`src/rtl/teng_pcs_pkg.sv`:
```
// Shared definitions for the teng_mac receive PCS front end.
// Holds the 66b sync header codes, the block-lock state encoding, the
// default lock/window thresholds and small helpers used by the gearbox and
// the block-lock state machine.
package teng_pcs_pkg;

  localparam logic [1:0] SH_DATA = 2'b01;
  localparam logic [1:0] SH_CTRL = 2'b10;

  localparam int WORD_W = 32;
  localparam int BLK_W  = 66;
  localparam int ACC_W  = 98;

  localparam int DEF_LOCK_CNT  = 64;
  localparam int DEF_WINDOW    = 64;
  localparam int DEF_BAD_LIMIT = 16;

  typedef enum logic [1:0] {
    HUNT      = 2'd0,
    SLIP_WAIT = 2'd1,
    LOCKED    = 2'd2
  } lock_state_e;

  // A header is usable only when its two bits differ (01 or 10).
  function automatic logic hdr_ok(input logic [1:0] hdr);
    return hdr[0] ^ hdr[1];
  endfunction

  function automatic logic [6:0] sat_inc7(input logic [6:0] v);
    return (&v) ? v : v + 7'd1;
  endfunction

  function automatic logic [4:0] sat_inc5(input logic [4:0] v);
    return (&v) ? v : v + 5'd1;
  endfunction

endpackage

```
`src/rtl/teng_rx_block_sync_if.sv`:
```
// Receive word / block bus between the GT side and teng_rx_block_sync.
//   rx_data_i       : 32-bit GT word, bit 0 first on the wire
//   rx_data_valid_i : word qualifier
//   blk_header_o    : 2-bit sync header, bit 0 first received
//   blk_data_o      : 64-bit payload, bit 0 first received
//   blk_valid_o     : one strobe per emitted block
//   blk_lock_o      : block lock indication
//   slip_o          : one pulse per slip performed
//   bad_hdr_o       : pulse with blk_valid_o when the header is 00 or 11
// master = word source / block consumer, slave = block sync.
interface teng_rx_block_sync_if;
  logic [31:0] rx_data_i;
  logic        rx_data_valid_i;
  logic [1:0]  blk_header_o;
  logic [63:0] blk_data_o;
  logic        blk_valid_o;
  logic        blk_lock_o;
  logic        slip_o;
  logic        bad_hdr_o;

  modport master (
    output rx_data_i, rx_data_valid_i,
    input  blk_header_o, blk_data_o, blk_valid_o, blk_lock_o, slip_o, bad_hdr_o
  );

  modport slave (
    input  rx_data_i, rx_data_valid_i,
    output blk_header_o, blk_data_o, blk_valid_o, blk_lock_o, slip_o, bad_hdr_o
  );
endinterface

```
`src/rtl/teng_rx_gearbox.sv`:
```
// 32b -> 66b receive gearbox with single-bit slip.
// Accumulates words LSB-first into a 98-bit buffer and presents a completed
// 66-bit block combinationally in the cycle of the word that completes it;
// the caller registers it. A slip drops the first bit of the next valid word.
//   clk, rst  : clock, synchronous active-high reset
//   data      : incoming 32-bit word, bit 0 first
//   valid     : word qualifier; when low all state holds
//   slip_set  : request one slip on the next valid word
//   blk       : block candidate, bits [1:0] header, [65:2] payload
//   blk_valid : blk is complete this cycle
module teng_rx_gearbox
  import teng_pcs_pkg::*;
(
  input  logic              clk,
  input  logic              rst,
  input  logic [WORD_W-1:0] data,
  input  logic              valid,
  input  logic              slip_set,
  output logic [BLK_W-1:0]  blk,
  output logic              blk_valid
);

  logic [ACC_W-1:0]  acc_q;
  logic [6:0]        fill_q;
  logic              slip_pend_q;

  logic [WORD_W-1:0] word_eff;
  logic [6:0]        fill_sum;
  logic [ACC_W-1:0]  acc_sum;

  // NOTE: every signal here is assigned on every path through the block, so
  // no latch can be inferred.
  always_comb begin
    word_eff  = slip_pend_q ? {1'b0, data[WORD_W-1:1]} : data;
    fill_sum  = fill_q + (slip_pend_q ? 7'd31 : 7'd32);
    acc_sum   = acc_q | ({66'd0, word_eff} << fill_q);
    blk_valid = valid && (fill_sum >= 7'd66);
    blk       = acc_sum[BLK_W-1:0];
  end

  // NOTE: registers use <= so every one of them samples pre-edge values.
  always_ff @(posedge clk) begin
    if (rst) begin
      // NOTE: the accumulator must be cleared on reset: words are OR-ed in
      // above fill_q, so leftover bits would corrupt the first block.
      acc_q       <= '0;
      fill_q      <= '0;
      slip_pend_q <= 1'b0;
    end else begin
      if (valid) begin
        acc_q  <= blk_valid ? (acc_sum >> BLK_W) : acc_sum;
        fill_q <= blk_valid ? (fill_sum - 7'd66) : fill_sum;
      end
      // A slip request always arrives on a block-emitting word, and the word
      // after an emit can never emit, so set and consume never collide.
      if (slip_set) begin
        slip_pend_q <= 1'b1;
      end else if (valid) begin
        slip_pend_q <= 1'b0;
      end
    end
  end

endmodule

```
`src/rtl/teng_rx_block_sync.sv`:
```
// Receive PCS front end: 32b GT words -> 66b blocks plus block-lock FSM.
// The FSM hunts for 64 consecutive valid headers, slipping one bit after
// each bad header, and while locked drops lock after 16 bad headers inside
// a 64-block window. blk_lock_o feeds link_up.
//   rx_user_clk_i : GT receive user clock
//   rx_user_rst_i : synchronous active-high reset
//   bus           : word input and block / lock / slip outputs
module teng_rx_block_sync
  import teng_pcs_pkg::*;
#(
  parameter int P_LOCK_CNT  = DEF_LOCK_CNT,
  parameter int P_WINDOW    = DEF_WINDOW,
  parameter int P_BAD_LIMIT = DEF_BAD_LIMIT
) (
  input logic                  rx_user_clk_i,
  input logic                  rx_user_rst_i,
  teng_rx_block_sync_if.slave  bus
);

  localparam logic [6:0] LOCK_CNT  = 7'(P_LOCK_CNT);
  localparam logic [6:0] WINDOW    = 7'(P_WINDOW);
  localparam logic [4:0] BAD_LIMIT = 5'(P_BAD_LIMIT);

  logic [BLK_W-1:0] gb_blk;
  logic             gb_valid;
  logic             slip_set;

  lock_state_e state_q;
  logic [6:0]  sh_cnt_q;
  logic [6:0]  win_cnt_q;
  logic [4:0]  bad_cnt_q;

  logic        hdr_good;
  logic [6:0]  sh_nxt;
  logic [6:0]  win_nxt;
  logic [4:0]  bad_nxt;
  logic        hunt_fail;
  logic        lose_lock;

  teng_rx_gearbox u_gearbox (
    .clk       (rx_user_clk_i),
    .rst       (rx_user_rst_i),
    .data      (bus.rx_data_i),
    .valid     (bus.rx_data_valid_i),
    .slip_set  (slip_set),
    .blk       (gb_blk),
    .blk_valid (gb_valid)
  );

  always_comb begin
    hdr_good  = hdr_ok(gb_blk[1:0]);
    sh_nxt    = sat_inc7(sh_cnt_q);
    win_nxt   = sat_inc7(win_cnt_q);
    bad_nxt   = hdr_good ? bad_cnt_q : sat_inc5(bad_cnt_q);
    hunt_fail = gb_valid && (state_q == HUNT) && !hdr_good;
    // Loss of lock is tested before the window clear, so a limit-reaching
    // bad header on the last block of a window still drops lock.
    lose_lock = gb_valid && (state_q == LOCKED) && (bad_nxt == BAD_LIMIT);
    // SLIP_WAIT never requests a slip, so requests cannot stack.
    slip_set  = hunt_fail || lose_lock;
  end

  always_ff @(posedge rx_user_clk_i) begin
    if (rx_user_rst_i) begin
      state_q          <= HUNT;
      sh_cnt_q         <= '0;
      win_cnt_q        <= '0;
      bad_cnt_q        <= '0;
      bus.blk_header_o <= '0;
      bus.blk_data_o   <= '0;
      bus.blk_valid_o  <= 1'b0;
      bus.blk_lock_o   <= 1'b0;
      bus.slip_o       <= 1'b0;
      bus.bad_hdr_o    <= 1'b0;
    end else begin
      bus.blk_valid_o <= gb_valid;
      bus.slip_o      <= slip_set;
      bus.bad_hdr_o   <= gb_valid && !hdr_good;
      if (gb_valid) begin
        bus.blk_header_o <= gb_blk[1:0];
        bus.blk_data_o   <= gb_blk[BLK_W-1:2];
        unique case (state_q)
          HUNT: begin
            if (!hdr_good) begin
              sh_cnt_q <= '0;
              state_q  <= SLIP_WAIT;
            end else if (sh_nxt == LOCK_CNT) begin
              sh_cnt_q       <= '0;
              state_q        <= LOCKED;
              bus.blk_lock_o <= 1'b1;
            end else begin
              sh_cnt_q <= sh_nxt;
            end
          end
          // This block straddles the slip point, so its header is ignored.
          SLIP_WAIT: state_q <= HUNT;
          LOCKED: begin
            if (lose_lock) begin
              bus.blk_lock_o <= 1'b0;
              win_cnt_q      <= '0;
              bad_cnt_q      <= '0;
              state_q        <= SLIP_WAIT;
            end else if (win_nxt == WINDOW) begin
              win_cnt_q <= '0;
              bad_cnt_q <= '0;
            end else begin
              win_cnt_q <= win_nxt;
              bad_cnt_q <= bad_nxt;
            end
          end
          default: state_q <= HUNT;
        endcase
      end
    end
  end

endmodule

```
`src/flat_wrapper.sv`:
```
// flat-port wrapper written by rule: the top's interface ports become plain ports
module teng_rx_block_sync_flat import teng_pcs_pkg::*;
#(
  parameter int P_LOCK_CNT  = DEF_LOCK_CNT,
  parameter int P_WINDOW    = DEF_WINDOW,
  parameter int P_BAD_LIMIT = DEF_BAD_LIMIT
)
  (rx_user_clk_i, rx_user_rst_i, bus_rx_data_i, bus_rx_data_valid_i, bus_blk_header_o, bus_blk_data_o, bus_blk_valid_o, bus_blk_lock_o, bus_slip_o, bus_bad_hdr_o);
  teng_rx_block_sync_if bus_i ();
  input logic rx_user_clk_i;
  input logic rx_user_rst_i;
  input wire logic [$bits(bus_i.rx_data_i)-1:0] bus_rx_data_i;
  input wire logic [$bits(bus_i.rx_data_valid_i)-1:0] bus_rx_data_valid_i;
  output wire logic [$bits(bus_i.blk_header_o)-1:0] bus_blk_header_o;
  output wire logic [$bits(bus_i.blk_data_o)-1:0] bus_blk_data_o;
  output wire logic [$bits(bus_i.blk_valid_o)-1:0] bus_blk_valid_o;
  output wire logic [$bits(bus_i.blk_lock_o)-1:0] bus_blk_lock_o;
  output wire logic [$bits(bus_i.slip_o)-1:0] bus_slip_o;
  output wire logic [$bits(bus_i.bad_hdr_o)-1:0] bus_bad_hdr_o;
  assign bus_i.rx_data_i = bus_rx_data_i;
  assign bus_i.rx_data_valid_i = bus_rx_data_valid_i;
  assign bus_blk_header_o = bus_i.blk_header_o;
  assign bus_blk_data_o = bus_i.blk_data_o;
  assign bus_blk_valid_o = bus_i.blk_valid_o;
  assign bus_blk_lock_o = bus_i.blk_lock_o;
  assign bus_slip_o = bus_i.slip_o;
  assign bus_bad_hdr_o = bus_i.bad_hdr_o;
  teng_rx_block_sync #(.P_LOCK_CNT(P_LOCK_CNT), .P_WINDOW(P_WINDOW), .P_BAD_LIMIT(P_BAD_LIMIT)) u_core (.rx_user_clk_i(rx_user_clk_i), .rx_user_rst_i(rx_user_rst_i), .bus(bus_i));
endmodule
```
`config.mk`:
```
export PLATFORM = sky130hd
export DESIGN_NAME = teng_rx_block_sync_flat
export DESIGN_NICKNAME = d
export VERILOG_FILES = /design/src/rtl/teng_pcs_pkg.sv /design/src/rtl/teng_rx_block_sync_if.sv /design/src/rtl/teng_rx_gearbox.sv /design/src/rtl/teng_rx_block_sync.sv /design/src/flat_wrapper.sv
export SDC_FILE = /design/constraint.sdc
export NUM_CORES = 1
export LEC_CHECK = 0
export BUFFER_PORTS_ARGS = -buffer_cell sky130_fd_sc_hd__buf_2
export CORE_UTILIZATION = 61
export DETAILED_ROUTE_END_ITERATION = 8
export HOLD_SLACK_MARGIN = 0.08
export PLACE_DENSITY = 0.81
export REMOVE_ABC_BUFFERS = 1
export SLEW_MARGIN = 20
export SYNTH_ARGS = -nofsm -noshare
export SYNTH_HDL_FRONTEND = slang
export SYNTH_SLANG_ARGS = --single-unit
export TNS_END_PERCENT = 10
```
`constraint.sdc`:
```
create_clock -name rx_user_clk_i -period 3.8 [get_ports rx_user_clk_i]
set_input_delay 0.38 -clock rx_user_clk_i [delete_from_list [all_inputs] [get_ports rx_user_clk_i]]
set_output_delay 0.38 -clock rx_user_clk_i [all_outputs]
set_load 0.02 [all_outputs]
```
==> results of run 1 <==
## metal layers
metal  wire length (um)  vias to the layer above
li1                   -                     5257
met1              14100                     5418
met2              15900                      640
met3               3100                      122
met4               1680                        0
met5                  0                        -
## state kept, by name, indices dropped and copies added, names as in the netlist
register,flops
u_core.bus.blk_lock_o,1
u_core.bus.blk_header_o,2
u_core.win_cnt_q,7
u_core.state_q,2
u_core.u_gearbox.acc_q,98
u_core.bus.bad_hdr_o,1
u_core.u_gearbox.fill_q,7
u_core.bad_cnt_q,5
u_core.bus.blk_valid_o,1
u_core.sh_cnt_q,7
u_core.bus.slip_o,1
u_core.bus.blk_data_o,64
u_core.u_gearbox.slip_pend_q,1
## final cells by class
type                    instances  area share
inverters                      16     0.00465
well taps                     234      0.0227
multi-input cells            1044       0.557
flip-flops and latches        197       0.305
clock buffers                  18      0.0340
clock inverters                14      0.0147
repair buffers                138      0.0612
## metrics by stage
stage | util | worst slack [ps] | hold slack, ps
finish | 0.691 | 380 | 449
global route | 0.691 | 89.3 | 464
CTS | 0.691 | 398 | 426
detailed placement | 0.657 | 416 | 444
global placement | 0.657 | 532 | 440
floorplan | - | -4550 | 426
## logic make-up after synthesis
kind of cell	after synthesis	synth area share
multiplexers	139	0.165
AND/OR/NAND/NOR	494	0.191
adder cells (fa/ha/maj)	11	0.0124
buffers and inverters	131	0.0476
AO/OA/AOI/OAI	390	0.239
flip-flops	197	0.338
XOR/XNOR	10	0.00750
## critical path: stages (launching register included)
cell	delay, ps
dfxtp_2	520
ha_1	330
nor2b_1	170
o21ai_1	200
a21oi_1	120
o31ai_1	520
o2111ai_4	370
nor2_1	700
a21oi_1	150
nor4_1	240
## cells in the final DEF (no fill, tap or decap), types with 10 or more instances in the layout
cell type  instances
ha_1              10
a22o_1            10
o21ai_0           38
a211oi_1         112
a21oi_1           63
mux4_2            37
nand3_1           24
buf_4             34
nor2_1           226
mux2_2            34
nand2b_1          13
o21ai_1           16
nand2_1           68
clkbuf_16         17
mux2i_1           62
inv_1             14
dfxtp_1          194
nor3_1           110
a22oi_1           13
a221oi_1          31
o211a_1           14
o22ai_1           15
buf_2            103
a31oi_1           14
## path summary, 6_finish.rpt
| kind | depth (start not counted) | start | slack, ps | to |
|---|---|---|---|---|
| setup / recovery | 9 | u_core.u_gearbox.fill_q[2]$_SDFFE_PP0P_ | 380 | u_core.bad_cnt_q[4]$_SDFFE_PP0P_ |
| hold / removal | 3 | bus_rx_data_valid_i | 450 | u_core.u_gearbox.fill_q[5]$_SDFFE_PP0P_ |
| setup reg to reg | 9 | u_core.u_gearbox.fill_q[2]$_SDFFE_PP0P_ | 380 | u_core.bad_cnt_q[4]$_SDFFE_PP0P_ |
| hold reg to reg | 2 | u_core.u_gearbox.acc_q[81]$_SDFFE_PP0P_ | 460 | u_core.u_gearbox.acc_q[81]$_SDFFE_PP0P_ |
## where the power goes
part           switching, W  internal, W  leakage, nW  total, W
sequential         0.000178      0.00234         1.61   0.00252
clock              0.000869      0.00108        0.311   0.00195
combinational       0.00200      0.00112         2.95   0.00312
total               0.00305      0.00454         4.86   0.00759
==> metrics.cfg, run 1 <==
[run_status]
status = completed

[yosys]
ys_ff_latch = 197
synth_ff_type = dfxtp_1
synth_cell_type_count = 76
synth_top_cell_by_area = dfxtp_1
synth_edf_count = 0
avgSynthCellArea_um2 = 8.51
async_flop_share = 0
synthTopCellsByArea = dfxtp_1, nor2_1, a211oi_1
yosys_warnings = 0
syn-instance-count = 1372
yosys.cell_count.top_type = nor2_1
ys_seq_area_frac = 0.338
syn_area_um2 = 11700
yosys-top-cells-count = nor2_1, dfxtp_1, a211oi_1
synth_top_area_frac = 0.338

[worst_setup_path]
crit_arrival_ps = 3770
critPathKind = reg -> reg
start_kind = flip-flop
cp-end-kind = flip-flop
worstPathRequired_ps = 4150
crit_path_max_fanout = 14

[final_layout]
fin_cells = 1661
nFillCells = 1526
final_cell_area_um2 = 12900
layout.nets = 1460
seq_area_um2 = 3950
multi_input_area_um2 = 7200
area_delta_synth_final_pct = 10.7
antennaDiodeCount = 0
drive_gt1_frac = 0.191

[global_routing]
grt_pass1_vias = 10500
overflow = 0
grt_use_total = 0.355
gr-max-usage-layer = met2
grt_pass1_wl_um = 55500
grtUsageMet1 = 0.460
grt_max_degree = 58
grtUsageMet3 = 0.0677
grtUsageMet2 = 0.567
grt_antenna_before_repair = 0

[floorplanning]
die_w_um = 140
rows = 50
die_area_um2 = 19700
core_um2 = 18700
dieHeight_um = 140
initial_core_util = 0.624
io_pins = 105

[routing]
first_pass_iters = 6
drtIter0Drc = 1254
route.detailed.drc = 0
vias = 11400
ant_nets = 0
wirelength_um = 34800
wl_per_cell_um = 21.0
routed_via_density = 6.89

[clock_network]
cts_buffer_depth = 2
cts-resized-gates = 0
cts_setup_buffers = 0
cts_tree = yes
cts_root_buf = clkbuf_16
clk_latency_ps = 440
clkTransAtPathRegs_ps = 80
hold_buffers = 0
numCtsBuffers = 17
ctsHtreeMaxLevel = 4
clock_sinks = 197

[placement]
dp_hpwl_um = 24100
io_buffers = 104
routabilityCongestion = 1.01
placedCellCount = 1629
placed_area_um2 = 12300

[sta]
rsz0062_at_grt = no
finClkSkew_ps = 10.6
max_freq_mhz = 292
maxSlewViolCount = 0
relSlewSlack = 0.217
hold_viol_final = 0
setup_violations = 0
period_needed_ps = 3420
setup-tns-final_ps = 0
tightest_slew_ps = 1170
min_period_over_period = 0.900

[run]
drv_cap = 0

[power]
ir_worst_vdd_v = 0.000424
leakage_nw = 4.86
power_w = 0.00759
pwr_density_cell_nw_per_um2 = 587

[worst_hold_path]
holdCritPathClass = in -> reg

(Power assumes the default switching activity.)
==> inputs of run 2 (changes only) <==
- CORE_MARGIN: unset -> 2
==> run 2 against run 1 <==
Effect of this change: flip-flop and latch count unchanged; non-clock buffer count increased by 3; cell area increased by 0.49%; critical endpoint is now u_core.u_gearbox.acc_q[5]$_SDFFE_PP0P_; highest routed layer unchanged.
==> metrics.cfg, run 2 (same netlist as run 1, synthesis figures left out) <==
[sta]
max_freq_mhz = 288  ; was 292 MHz
maxSlewViolCount = 0  ; unchanged
rsz0062_at_grt = no  ; unchanged
finClkSkew_ps = 14.8  ; was 10.6 ps
period_needed_ps = 3480  ; was 3420 ps
hold_viol_final = 0  ; unchanged
layout_setup_ws_ps = 323  ; was 380 ps
relSlewSlack = 0.358  ; was 0.217
min_period_over_period = 0.915  ; was 0.900
tightest_slew_ps = 959  ; was 1170 ps
setup_violations = 0  ; unchanged
setup-tns-final_ps = 0  ; unchanged

[global_routing]
grt_max_degree = 68  ; was 58
grt_antenna_before_repair = 0  ; unchanged
overflow = 0  ; unchanged
grt_pass1_vias = 10600  ; was 10.5k
grt_use_total = 0.349  ; was 0.355
grt_pass1_wl_um = 56300  ; was 55,500 um

[placement]
io_buffers = 104  ; unchanged
dp_hpwl_um = 24800  ; was 24,100 um
place_ws_ps = 422  ; was 416 ps
routabilityCongestion = 1.03  ; was 1.01

[routing]
ant_nets = 0  ; unchanged
drtIter0Drc = 1369  ; was 1,254
wl_per_cell_um = 21.3  ; was 21.0 um
routed_via_density = 6.88  ; was 6.89
wirelength_um = 35400  ; was 34,800 um
vias = 11400  ; about the same
first_pass_iters = 8  ; was 6
route.detailed.drc = 0  ; unchanged

[clock_network]
clk_latency_ps = 440  ; about the same
clkTransAtPathRegs_ps = 70  ; was 80 ps
cts_root_buf = clkbuf_16  ; unchanged
ctsHtreeMaxLevel = 4  ; unchanged
cts_tree = yes  ; unchanged
cts_setup_buffers = 0  ; unchanged
cts-resized-gates = 0  ; unchanged
numCtsBuffers = 17  ; unchanged
cts_buffer_depth = 2  ; unchanged
hold_buffers = 0  ; unchanged
clock_sinks = 197  ; unchanged

[worst_setup_path]
critPathMaxStageDelay_ps = 580  ; was 700 ps
reg2reg_slack_ps = 320  ; was 380 ps
critPathKind = reg -> reg  ; unchanged
r2r_start = u_core.u_gearbox.fill_q[2]$_SDFFE_PP0P_  ; unchanged
cp-end-kind = flip-flop  ; unchanged
start_kind = flip-flop  ; unchanged
critPathTopFamily = compound AO/OA/AOI/OAI gates  ; unchanged
worstPathRequired_ps = 4110  ; was 4150 ps
crit_path_max_fanout = 37  ; was 14
cpMaxStageDelayCell = o31ai_1  ; was nor2_1
reg2reg_to = u_core.u_gearbox.acc_q[5]$_SDFFE_PP0P_  ; was u_core.bad_cnt_q[4]$_SDFFE_PP0P_
critPathBufInv = 2  ; was 0
path_cells = ha_1, nor2b_1, o21ai_1, a21oi_1, o31ai_1, o2111ai_4, buf_12, buf_12, nor3_1, nor3_1  ; was ha_1, nor2b_1, o21ai_1, a21oi_1, o31ai_1, o2111ai_4, nor2_1, a21oi_1, nor4_1
reg2reg_depth = 10  ; was 9
crit_arrival_ps = 3780  ; was 3770 ps

[final_layout]
area_delta_synth_final_pct = 11.3  ; was 10.7%
nFillCells = 1504  ; was 1,526
top_register = u_core.u_gearbox.acc_q  ; unchanged
antennaDiodeCount = 0  ; unchanged
postLayoutCoreUtil = 0.692  ; was 0.691
drive_gt1_frac = 0.192  ; was 0.191
largest_reg_flops = 98  ; unchanged
top_regs = u_core.u_gearbox.acc_q (98), u_core.bus.blk_data_o (64)  ; unchanged
layout.nets = 1463  ; was 1,460
mostFrequentLayoutCells = nor2_1, dfxtp_1, a211oi_1  ; unchanged
layout.cells.most_common = nor2_1  ; unchanged

[power]
swShare = 0.404  ; was 0.402
pwr_density_cell_nw_per_um2 = 586  ; was 587 nW/um2
clockPowerShare = 0.251  ; was 0.256
leakage_nw = 4.89  ; was 4.86 nW
p_switching_w = 0.00308  ; was 0.00305 W
ir_worst_vdd_v = 0.000400  ; was 0.000424 V
intPower_w = 0.00453  ; was 0.00454 W
combPwrFrac = 0.419  ; was 0.412
seqPwrFrac = 0.330  ; was 0.332

[floorplanning]
initial_core_util = 0.622  ; was 0.624
core_um2 = 18800  ; was 18,700 um2
dieHeight_um = 142  ; was 140 um
io_pins = 105  ; unchanged
die_w_um = 142  ; was 140 um
rows = 50  ; unchanged
die_area_um2 = 20300  ; was 19,700 um2

[worst_hold_path]
min_to = u_core.u_gearbox.fill_q[4]$_SDFFE_PP0P_  ; was u_core.u_gearbox.fill_q[5]$_SDFFE_PP0P_
hold_start = bus_rx_data_valid_i  ; unchanged
hold_depth = 3  ; unchanged
holdCritPathClass = in -> reg  ; unchanged

[run]
drv_cap = 0  ; unchanged

[run_status]
status = completed  ; unchanged

## run 2: cell types whose count changed in the layout (fill, tap and decap cells not counted), sizes merged
cell,change
inv,+2
buf,+3
clkinv,-4
clkbuf,+2
clkinvlp,+1
bufinv,-1
## run 2: power groups by stage
stage                     registers, W  logic (W)  clock network [W]
final                          0.00251    0.00318            0.00191
after global routing           0.00254    0.00340            0.00200
after global placement         0.00254    0.00302                  0
after CTS                      0.00251    0.00311            0.00192
after detailed placement       0.00255    0.00308                  0
after floorplan                0.00278    0.00188                  0
## run 2: through the flow
step / power, W / hold WS [ps] / std cells / cell area (um2)
global placement: 0.00557 / 436 / 1632 / 12400
floorplan: 0.00466 / 426 / 1257 / 11200
detailed placement: 0.00563 / 452 / 1632 / 12400
global route: 0.00795 / 452 / 1664 / 13000
CTS: 0.00754 / 425 / 1664 / 13000
finish: 0.00761 / 439 / 1664 / 13000
## run 2: cell type report
cell class	count	area, um2	share of cell area
clock buffers	20	467	0.0359
clock inverters	12	156	0.0120
inverters	16	60.1	0.00462
multi-input cells	1044	7200	0.554
flip-flops and latches	197	3950	0.304
well taps	234	293	0.0225
repair buffers	141	863	0.0665
## run 2: metal layers
| metal | GRT usage | vias up | part of all wire |
|---|---|---|---|
| li1 | - | 5276 | - |
| met5 | 0 | - | 0 |
| met3 | 0.0646 | 132 | 0.086 |
| met1 | 0.453 | 5368 | 0.40 |
| met2 | 0.574 | 665 | 0.47 |
| met4 | 0.149 | 0 | 0.042 |
## run 2: worst max path at each step
stage                     slack (ps)                                      end                                       from  cells past startpoint
final                            320   u_core.u_gearbox.acc_q[5]$_SDFFE_PP0P_    u_core.u_gearbox.fill_q[2]$_SDFFE_PP0P_                     10
after global routing             130   u_core.u_gearbox.acc_q[5]$_SDFFE_PP0P_    u_core.u_gearbox.fill_q[2]$_SDFFE_PP0P_                     10
after CTS                        410   u_core.u_gearbox.acc_q[5]$_SDFFE_PP0P_    u_core.u_gearbox.fill_q[2]$_SDFFE_PP0P_                     10
after detailed placement         420   u_core.u_gearbox.acc_q[5]$_SDFFE_PP0P_    u_core.u_gearbox.fill_q[2]$_SDFFE_PP0P_                     10
after global placement           580   u_core.u_gearbox.acc_q[5]$_SDFFE_PP0P_    u_core.u_gearbox.fill_q[2]$_SDFFE_PP0P_                     10
after floorplan                -4550  u_core.u_gearbox.acc_q[81]$_SDFFE_PP0P_  u_core.u_gearbox.slip_pend_q$_SDFFE_PP0P_                     10
## run 2: tightest hold or removal path, stage by stage
cell	delay, ps
buf_2	230
nor2_1	150
a211oi_1	50
==> inputs of run 3 (changes only) <==
- SYNTH_HIERARCHICAL: unset -> 1
==> run 3 against run 2 <==
Effect of this change: count of clock-buffer cells in the layout down 1; wire length is 31% higher; non-clock buffer count up 33; flip-flop and latch count unchanged; combinational power up 19%; critical path depth up 2; cell area increased by 13%; core utilization rose by 0.17 points; largest cell class unchanged; via count grew 16%; first-iteration DRC count rose by 22%; register-to-register slack got worse by 140 ps.
==> metrics.cfg, run 3 <==
[final_layout]
largest_reg_flops = 98  ; unchanged
multi_input_area_um2 = 8550  ; was 7200 um2
area_delta_synth_final_pct = 11.1  ; was 11.3%
top_regs = u_core/u_gearbox/acc_q (98), u_core/bus.blk_data_o (64)  ; was u_core.u_gearbox.acc_q (98), u_core.bus.blk_data_o (64)
drive_gt1_frac = 0.201  ; was 0.192
mostFrequentLayoutCells = nor2_1, dfxtp_1, mux2i_1  ; was nor2_1, dfxtp_1, a211oi_1
layout.nets = 1607  ; was 1,463
antennaDiodeCount = 0  ; unchanged
layout.cells.most_common = nor2_1  ; unchanged
nFillCells = 1673  ; was 1,504
final_cell_area_um2 = 14600  ; was 13,000 um2
seq_area_um2 = 3950  ; about the same
top_register = u_core/u_gearbox/acc_q  ; was u_core.u_gearbox.acc_q
fin_cells = 1849  ; was 1,664

[clock_network]
cts_setup_buffers = 0  ; unchanged
clk_latency_ps = 440  ; about the same
cts_root_buf = clkbuf_16  ; unchanged
cts_buffer_depth = 2  ; unchanged
cts_tree = yes  ; unchanged
ctsHtreeMaxLevel = 4  ; unchanged
clkTransAtPathRegs_ps = 80  ; was 70 ps
numCtsBuffers = 17  ; unchanged
clock_sinks = 197  ; unchanged

[routing]
vias = 13200  ; was 11.4k
ant_nets = 0  ; unchanged
highest_layer = met4  ; unchanged
drt-met1-wl_um = 18200  ; was 14,300 um
wl_per_cell_um = 25.0  ; was 21.3 um
route.met3.wl_um = 5140  ; was 3050 um
wirelength_um = 46200  ; was 35,400 um
drtIter0Drc = 1672  ; was 1,369
first_pass_iters = 6  ; was 8
route.detailed.drc = 0  ; unchanged
route.met2.wl_um = 20400  ; was 16,500 um
routed_via_density = 7.15  ; was 6.88

[yosys]
yosys_warnings = 6  ; was 0
async_flop_share = 0  ; unchanged
synth_ff_type = dfxtp_1  ; unchanged
synth_cell_type_count = 81  ; was 76
syn_area_um2 = 13200  ; was 11,700 um2
ys_seq_area_frac = 0.300  ; was 0.338
synth_top_cell_by_area = dfxtp_1  ; unchanged
avgSynthCellArea_um2 = 8.82  ; was 8.51 um2
synth_top_area_frac = 0.300  ; was 0.338
synthTopCellsByArea = dfxtp_1, mux2i_1, mux4_2  ; was dfxtp_1, nor2_1, a211oi_1
ys_ff_latch = 197  ; unchanged
synth_edf_count = 0  ; unchanged
syn-instance-count = 1493  ; was 1,372
yosys-top-cells-count = dfxtp_1, nor2_1, mux2i_1  ; was nor2_1, dfxtp_1, a211oi_1

[global_routing]
grt_pass1_wl_um = 70600  ; was 56,300 um
grt_antenna_before_repair = 0  ; unchanged
grt_use_total = 0.405  ; was 0.349
grt_max_degree = 83  ; was 68
grt_pass1_vias = 12100  ; was 10.6k
overflow = 0  ; unchanged

[worst_setup_path]
cp.depth = 12  ; was 10
r2r_start = u_core/u_gearbox/slip_pend_q$_SDFFE_PP0P_  ; was u_core.u_gearbox.fill_q[2]$_SDFFE_PP0P_
cpMostUsedCell = buf_4
reg2reg_to = u_core/u_gearbox/acc_q[25]$_SDFFE_PP0P_  ; was u_core.u_gearbox.acc_q[5]$_SDFFE_PP0P_
reg2reg_slack_ps = 190  ; was 320 ps
worstPathRequired_ps = 4110  ; about the same
critPathTopFamily = compound AO/OA/AOI/OAI gates  ; unchanged
crit_end = u_core/u_gearbox/acc_q[25]$_SDFFE_PP0P_  ; was u_core.u_gearbox.acc_q[5]$_SDFFE_PP0P_
critPathMaxStageDelay_ps = 630  ; was 580 ps
crit_path_max_fanout = 21  ; was 37
cp-end-kind = flip-flop  ; unchanged
start_kind = flip-flop  ; unchanged
critPathKind = reg -> reg  ; unchanged
reg2reg_depth = 12  ; was 10
critPathBufInv = 3  ; was 2
path_cells = ha_1, inv_1, fa_1, nor2b_1, o21ai_0, mux2_2, a221oi_2, o21ai_1, buf_4, a2111oi_1, buf_4, o32ai_1  ; was ha_1, nor2b_1, o21ai_1, a21oi_1, o31ai_1, o2111ai_4, buf_12, buf_12, nor3_1, nor3_1
worstSetupStartpoint = u_core/u_gearbox/slip_pend_q$_SDFFE_PP0P_  ; was u_core.u_gearbox.fill_q[2]$_SDFFE_PP0P_
cpMaxStageDelayCell = a2111oi_1  ; was o31ai_1
crit_arrival_ps = 3920  ; was 3780 ps

[sta]
min_period_over_period = 0.951  ; was 0.915
tightest_slew_ps = 1080  ; was 959 ps
hold_viol_final = 0  ; unchanged
layout_setup_ws_ps = 187  ; was 323 ps
finClkSkew_ps = 12.0  ; was 14.8 ps
period_needed_ps = 3610  ; was 3480 ps
relSlewSlack = 0.278  ; was 0.358
setup_violations = 0  ; unchanged
rsz0062_at_grt = no  ; unchanged
maxSlewViolCount = 0  ; unchanged
max_freq_mhz = 277  ; was 288 MHz

[power]
swShare = 0.425  ; was 0.404
combPwrFrac = 0.474  ; was 0.419
clockPowerShare = 0.227  ; was 0.251
pwr_density_cell_nw_per_um2 = 549  ; was 586 nW/um2
ir_worst_vdd_v = 0.000431  ; was 0.000400 V
seqPwrFrac = 0.300  ; was 0.330
intPower_w = 0.00461  ; was 0.00453 W
leakage_nw = 6.00  ; was 4.89 nW
p_switching_w = 0.00341  ; was 0.00308 W

[floorplanning]
io_pins = 105  ; unchanged
dieHeight_um = 151  ; was 142 um
rows = 53  ; was 50
die_w_um = 151  ; was 142 um
die_area_um2 = 22800  ; was 20,300 um2
core_um2 = 21100  ; was 18,800 um2
initial_core_util = 0.624  ; was 0.622

[worst_hold_path]
holdCritPathClass = in -> reg  ; unchanged
hold_depth = 2  ; was 3

[placement]
placedCellCount = 1817  ; was 1,632
place_ws_ps = 313  ; was 422 ps
dp_hpwl_um = 33400  ; was 24,800 um
io_buffers = 104  ; unchanged
routabilityCongestion = 1.03  ; about the same
placed_area_um2 = 14000  ; was 12,400 um2

[run]
drv_cap = 0  ; unchanged

[run_status]
status = completed  ; unchanged

run 3: kinds of logic (layout without fill, tap and decap cells):
logic type      after synthesis  count (layout)  share of synthesized area
simple gates                455             455                      0.157
xor+xnor                     14              14                    0.00932
flops                       197             197                      0.300
mux                         226             226                      0.230
buf+inv                     154             235                     0.0514
fa+ha+maj                    11              11                     0.0110
compound gates              436             436                      0.242
run 3: power by group through the flow:
stage / Clock (W) / Sequential [W] / Combinational [W]
5_1_grt: 0.00190 / 0.00243 / 0.00397
3_3_place_gp: 0 / 0.00244 / 0.00360
4_1_cts: 0.00183 / 0.00240 / 0.00366
6_report: 0.00182 / 0.00241 / 0.00380
2_1_floorplan: 0 / 0.00263 / 0.00213
3_5_place_dp: 0 / 0.00245 / 0.00365
run 3: repair_timing:
action,in CTS,in global routing
setup endpoints to repair,0,12
gates resized for setup,0,3
hold buffers,0,0
run 3: worst min path at each step:
stage	slack [ps]	end	start
finish	180	u_core/bus.blk_data_o[26]$_SDFFE_PP0P_	rx_user_rst_i
global route	180	u_core/bus.blk_data_o[26]$_SDFFE_PP0P_	rx_user_rst_i
global placement	440	u_core/u_gearbox/acc_q[52]$_SDFFE_PP0P_	u_core/u_gearbox/acc_q[52]$_SDFFE_PP0P_
floorplan	420	u_core/u_gearbox/acc_q[45]$_SDFFE_PP0P_	u_core/u_gearbox/acc_q[45]$_SDFFE_PP0P_
CTS	180	u_core/bus.blk_data_o[26]$_SDFFE_PP0P_	rx_user_rst_i
detailed placement	440	u_core/u_gearbox/acc_q[52]$_SDFFE_PP0P_	u_core/u_gearbox/acc_q[52]$_SDFFE_PP0P_
run 3: final cells by class:
cell class,count,share of cell area
clock inverters,13,0.00949
multi-input cells,1142,0.585
repair buffers,174,0.0744
flip-flops and latches,197,0.270
well taps,275,0.0235
inverters,29,0.00761
clock buffers,19,0.0303
run 3: worst reg2reg max path, cell delays in order, from the launching register on:
cell,delay [ps]
dfxtp_2,370
ha_1,180
inv_1,60
fa_1,410
nor2b_1,120
o21ai_0,120
mux2_2,300
a221oi_2,340
o21ai_1,280
buf_4,340
a2111oi_1,630
buf_4,220
o32ai_1,90
run 3: per-stage QoR:
| step | power (W) | TNS (ps) | hold WS, ps | util |
|---|---|---|---|---|
| 2_1_floorplan | 0.00477 | -725170 | 424 | - |
| 3_3_place_gp | 0.00604 | 0 | 438 | 0.666 |
| 3_5_place_dp | 0.00609 | 0 | 444 | 0.666 |
| 4_1_cts | 0.00789 | 0 | 176 | 0.693 |
| 5_1_grt | 0.00830 | 0 | 184 | 0.694 |
| 6_report | 0.00803 | 0 | 185 | 0.694 |
run 3: layer usage:
metal | GRT usage | vias up
met5 | 0 | -
met4 | 0.193 | 0
met3 | 0.0852 | 172
met2 | 0.621 | 891
met1 | 0.548 | 6322
li1 | - | 5831
